<file path="src/rtl/mem_access_ctrl.sv">
// Memory-stage sequencer in front of data_memory: validates a load/store request,
// drives the memory port for a fixed window and returns the result to writeback.
module mem_access_ctrl #(
    parameter int unsigned MEM_BYTES   = 4096,
    parameter int unsigned MEM_LATENCY = 1
) (
    input  logic        clk,
    input  logic        rst_n,
    input  logic        req_valid,
    output logic        req_ready,
    input  logic        req_write,
    input  logic [2:0]  req_ctrl,
    input  logic [31:0] req_addr,
    input  logic [31:0] req_wdata,
    output logic [31:0] mem_address,
    output logic [31:0] mem_datawr,
    output logic        mem_dmwr,
    output logic [2:0]  mem_dmctrl,
    input  logic [31:0] mem_datard,
    output logic        rsp_valid,
    input  logic        rsp_ready,
    output logic [31:0] rsp_rdata,
    output logic [1:0]  rsp_fault
);

    localparam logic [1:0] IDLE   = 2'd0;
    localparam logic [1:0] ACCESS = 2'd1;
    localparam logic [1:0] RESP   = 2'd2;

    localparam int CW = (MEM_LATENCY > 1) ? $clog2(MEM_LATENCY) : 1;

    localparam logic [1:0] FAULT_OK    = 2'b00;
    localparam logic [1:0] FAULT_ALIGN = 2'b01;
    localparam logic [1:0] FAULT_RANGE = 2'b10;
    localparam logic [1:0] FAULT_CTRL  = 2'b11;

    logic [1:0]    state;
    logic [CW-1:0] cnt;
    logic          lat_write;

    logic [2:0]  acc_size;
    logic [32:0] last_byte;
    logic        illegal_ctrl;
    logic        misaligned;
    logic        out_of_range;
    logic [1:0]  fault;

    assign req_ready = (state == IDLE);
    assign rsp_valid = (state == RESP);

    // NOTE: every always_comb output gets a default first so no path can infer a latch.
    always_comb begin
        acc_size = 3'd4;
        case (req_ctrl[1:0])
            2'b00:   acc_size = 3'd1;
            2'b01:   acc_size = 3'd2;
            default: acc_size = 3'd4;
        endcase
    end

    // Range check is done on 33 bits so an access near 0xFFFFFFFF cannot wrap to a small address.
    assign last_byte    = {1'b0, req_addr} + 33'(acc_size) - 33'd1;
    assign illegal_ctrl = (req_ctrl == 3'b011) || (req_ctrl == 3'b110) || (req_ctrl == 3'b111);
    assign misaligned   = ((req_ctrl[1:0] == 2'b01) && req_addr[0])
                       || ((req_ctrl[1:0] == 2'b10) && (req_addr[1:0] != 2'b00));
    assign out_of_range = (last_byte >= 33'(MEM_BYTES));

    always_comb begin
        fault = FAULT_OK;
        if (illegal_ctrl)      fault = FAULT_CTRL;
        else if (misaligned)   fault = FAULT_ALIGN;
        else if (out_of_range) fault = FAULT_RANGE;
    end

    // NOTE: sequential state uses non-blocking assignments so every register sees pre-edge values.
    always_ff @(posedge clk or negedge rst_n) begin
        if (!rst_n) begin
            state       <= IDLE;
            cnt         <= '0;
            lat_write   <= 1'b0;
            mem_address <= '0;
            mem_datawr  <= '0;
            mem_dmwr    <= 1'b0;
            mem_dmctrl  <= 3'b010;
            rsp_rdata   <= '0;
            rsp_fault   <= FAULT_OK;
        end else begin
            case (state)
                IDLE: begin
                    if (req_valid) begin
                        if (fault != FAULT_OK) begin
                            rsp_fault <= fault;
                            rsp_rdata <= '0;
                            state     <= RESP;
                        end else begin
                            mem_address <= req_addr;
                            mem_datawr  <= req_wdata;
                            mem_dmctrl  <= req_ctrl;
                            mem_dmwr    <= req_write;
                            lat_write   <= req_write;
                            cnt         <= CW'(MEM_LATENCY - 1);
                            state       <= ACCESS;
                        end
                    end
                end
                ACCESS: begin
                    // The write strobe lives only for the first window cycle: one pulse per store.
                    mem_dmwr <= 1'b0;
                    if (cnt == '0) begin
                        rsp_rdata <= lat_write ? 32'd0 : mem_datard;
                        rsp_fault <= FAULT_OK;
                        state     <= RESP;
                    end else begin
                        cnt <= cnt - 1'b1;
                    end
                end
                RESP: begin
                    if (rsp_ready) state <= IDLE;
                end
                default: state <= IDLE;
            endcase
        end
    end

endmodule

</file>
<file path="config.mk">
export PLATFORM = sky130hd
export DESIGN_NAME = mem_access_ctrl
export DESIGN_NICKNAME = d
export VERILOG_FILES = /design/src/rtl/mem_access_ctrl.sv
export SDC_FILE = /design/constraint.sdc
export NUM_CORES = 1
export LEC_CHECK = 0
export BUFFER_PORTS_ARGS = -buffer_cell sky130_fd_sc_hd__buf_2
export CAP_MARGIN = 20
export CORE_MARGIN = 2
export CORE_UTILIZATION = 52
export DETAILED_ROUTE_END_ITERATION = 12
export MAX_ROUTING_LAYER = met4
export PLACE_DENSITY = 0.81
export SKIP_CTS_REPAIR_TIMING = 1
export SLEW_MARGIN = 20
export SYNTH_ARGS = -nofsm -noshare
export SYNTH_HDL_FRONTEND = slang
export SYNTH_SLANG_ARGS = --single-unit
</file>
<file path="constraint.sdc">
create_clock -name clk -period 1.85 [get_ports clk]
set_input_delay 0.37 -clock clk [delete_from_list [all_inputs] [get_ports clk]]
set_output_delay 0.37 -clock clk [all_outputs]
set_load 0.1 [all_outputs]
</file>
==> results.cfg <==
[outcome]
status = finished, violations left
violations = setup timing

[floorplanning]
rows = 41
starting_density_pct = 53.44
floorplan.core_area_mm2 = 0.01262
dieArea_mm2 = 0.01390
design.portCount = 208
die-height_um = 117.9
die_w_um = 117.9

[placed_design]
place_inst = 1152
portBuffers = 207
place_hpwl_um = 14820
place_congestion = 0.9513

[sta]
report.final.hold_viol_count = 0
layout_setup_ws_ns = -1.647
slew_headroom_pct = 61.93
setup_viol = 105
final_min_period_over_clock_period_pct = 189.0
finalMaxSlewViolations = 0
clock_skew_ns = 0.004939
maxClockFrequency_ghz = 0.2859
worst_hold_slack_ns = 0.2359
fin_crit_ns = 3.497
grt_setup_unrepaired = yes
tightest_slew_ns = 0.5651

[synth]
main_synth_ff_type = dfrtp_1
yosysWarningCount = 0
synth_nets = 821
yosys.area_share.xor_xnor_pct = 0.5195
synth.ff_latch_count = 105
synth_edf_count = 0
synth_area_in_simple_gates_pct = 13.58
synth_top_family_by_area = compound AO/OA/AOI/OAI gates
yosys.area_share.adder_pct = 6.605
synth_compound_gate_area_share_pct = 21.54
yosysSeqAreaShare_pct = 38.98
yosysUniqueCellTypes = 76
synth_area_per_cell_um2 = 9.889
share_of_synthesized_registers_carrying_an_async_set_or_reset_pct = 100.0
synth_mux_area_share_pct = 13.25
syn_inst = 682
post_synth_instance_area_mm2 = 0.006744

[cells_and_area]
final_layout_size_suffix_gt1_share_pct = 47.62
multi_input_area_mm2 = 0.003931
final.fill_count = 890
nets = 1144
area_growth_from_synthesis_to_layout_pct = 43.28
antenna_cells = 0
post_layout_nonfiller_instances = 1182
ff_latch_area_mm2 = 0.002629

[worst_setup_path]
critical_path.startpoint_type = primary input
critPathSlowestCell = fa_2
worstPathMaxFanout = 12
worst-setup-path-type = in -> reg
crit_chain = buf_8, or2_4, ha_4, inv_2, ha_4, inv_2, fa_2, nor2b_2, o2111ai_2, a211oi_2, buf_4, o21ai_4, mux2i_1, nor4b_2, and4_4, nand3_4, buf_12, clkbuf_16, mux2_2
cp.required_ns = 2.09
worst_setup_path_end_kind = flop
cp_slowest_stage_delay_ns = 0.32
worst-endpoint-arrival_ns = 3.74

[global_route]
antenna_violations_before_repair = 0
overflow = 0
grt_pass1_wl_um = 30950
vias_in_the_first_global_route = 6410
grtUsageTotal_pct = 28.06
grt_max_degree = 53

[clocking]
h_tree_depth_reported_by_cts = 3
cts_buffers = 9
ctsLongestPathBuffers = 2
cts.reportedPaths.clkPinSlew_ns = 0.08
cts_sinks = 105
clock_insertion_delay_worst_skew_ns = 0.36
clock_tree.root_cell = clkbuf_16
clock_tree_from_tritoncts = yes

[run]
maxCapViolCount = 0

[pwr]
report.power.total_mw = 7.517
power_density_mw_per_mm2 = 778.0
p_leak_nw = 5.126
irDropWorstVdd_v = 0.0004430

[routing]
routed_wire_length_per_instance_um = 17.44
finalWirelength_um = 20610
firstDrtPassIters = 5
vias_per_cell = 5.699
antenna_violating_nets_post_route = 0
route.detailed.drc = 0
detailedRoute.firstIterationViolations = 518
vias_after_detailed_routing = 6736

[hold_path]
min_delay_worst_type = in -> reg
==> metal layers <==
metal | global-route usage [%] | vias to the layer above | share of wire, % | wire length [um]
met1 | 33.08 | 3275 | 40 | 8225
met4 | 6.852 | 0 | 1.6 | 327
met3 | 6.298 | 32 | 6.1 | 1257
li1 | - | 3155 | - | -
met2 | 48.73 | 274 | 52 | 10800
met5 | - | - | 0 | 0
==> final timing paths <==
check | from | endpoint | slack (ns) | cells past startpoint
max | req_ctrl[1] | mem_datawr[4] | -1.65 | 19
max in group asynchronous | rst_n | rsp_rdata[6] | 0.83 | 3
min reg2reg | mem_address[27] | mem_address[27] | 0.50 | 1
min | mem_datard[6] | rsp_rdata[6] | 0.24 | 3
min in group asynchronous | rst_n | mem_address[26] | 0.45 | 2
max reg2reg | state[1] | mem_datawr[4] | 0.21 | 6
==> cell usage in the layout, fill, tap and decap left out, types with 3 or more instances in the layout <==
master	count
mux2i_1	3
nor3_1	4
and4_1	5
mux2_4	21
buf_4	124
dfrtp_1	104
a22oi_1	33
o21ai_0	30
a21o_1	14
ha_1	31
o211ai_1	12
buf_2	202
inv_2	4
a211o_1	4
a21oi_1	39
a211oi_1	4
a31o_2	5
nand4_1	12
and3_1	4
a21oi_2	3
ha_4	3
nand2_1	29
o21ai_1	21
inv_1	46
o21bai_1	3
mux2_2	49
clkbuf_16	16
nand3_1	13
inv_6	3
nand2b_1	38
buf_8	3
nor2_1	23
a31oi_1	6
buf_12	11
o21a_1	6
==> per-stage QoR <==
step | TNS, ns | util (%) | instance area, um2 | setup slack (ns)
finish | -165.94 | 76.57 | 9663 | -1.647
CTS | -153.91 | 73.36 | 9258 | -1.534
global route | -178.37 | 76.57 | 9663 | -1.756
floorplan | -152.14 | - | 6839 | -1.614
detailed placement | -191.79 | 71.10 | 8972 | -1.890
global placement | -185.62 | 71.10 | 8972 | -1.826
==> final cells by class <==
cell class / count / area share [%]
multi-input cells: 489 / 40.68
flip-flops and latches: 105 / 27.20
repair buffers: 350 / 24.99
clock buffers: 10 / 2.370
well taps: 172 / 2.227
inverters: 50 / 1.942
clock inverters: 6 / 0.5827
==> worst max-delay path, delay by kind of cell <==
| kind | cells | cell delay (ns) |
|---|---|---|
| simple gates | 5 | 1.06 |
| buf+inv | 6 | 0.72 |
| fa+ha+maj | 3 | 0.61 |
| compound gates | 3 | 0.55 |
| mux | 2 | 0.42 |
==> registers in the layout, summed over array words and instances, names as in the netlist <==
signal	cells
lat_write	1
mem_address	32
mem_datawr	32
mem_dmctrl	3
mem_dmwr	1
rsp_fault	2
rsp_rdata	32
state	2
==> synth_stat cells (3+ instances only) <==
library cell  count  area share [%]
buf_2            13            0.96
a31oi_1           7            0.65
nor3_1            5            0.37
nand3_1          13            0.96
or2_2             3            0.28
a21o_1           14             1.6
clkbuf_1         21             1.2
nor2_1           25             1.4
a22oi_1          33             3.7
o21ai_0          50             3.7
mux2_4           20             4.5
ha_1             34             6.3
o21bai_1          3            0.33
buf_6             3            0.50
nand2_1          30             1.7
o21ai_1           3            0.22
dfrtp_1         104              39
nor4_1            3            0.28
nor2b_1           4            0.37
mux2i_1           3            0.45
nand2b_1         38             3.5
a211o_1           4            0.52
and4_1            5            0.65
nand4_1          12             1.1
inv_1            50             2.8
o21a_1            6            0.67
and3_1            4            0.37
a31o_2            5            0.65
o2111ai_1         4            0.52
mux2_2           50             8.3
a211oi_1          5            0.56
a21oi_1          42             3.1
o211ai_1         12             1.3
==> cell families after synthesis <==
logic type	Yosys count
XOR/XNOR	4
AO/OA/AOI/OAI	217
multiplexers	73
buffers and inverters	88
adder cells (fa/ha/maj)	35
flip-flops	105
AND/OR/NAND/NOR	160
==> power breakdown <==
part	switching (mW)	internal, mW
sequential	0.130	2.44
combinational	2.11	0.942
clock	0.946	0.949
total	3.18	4.33
(Power assumes the default switching activity.)
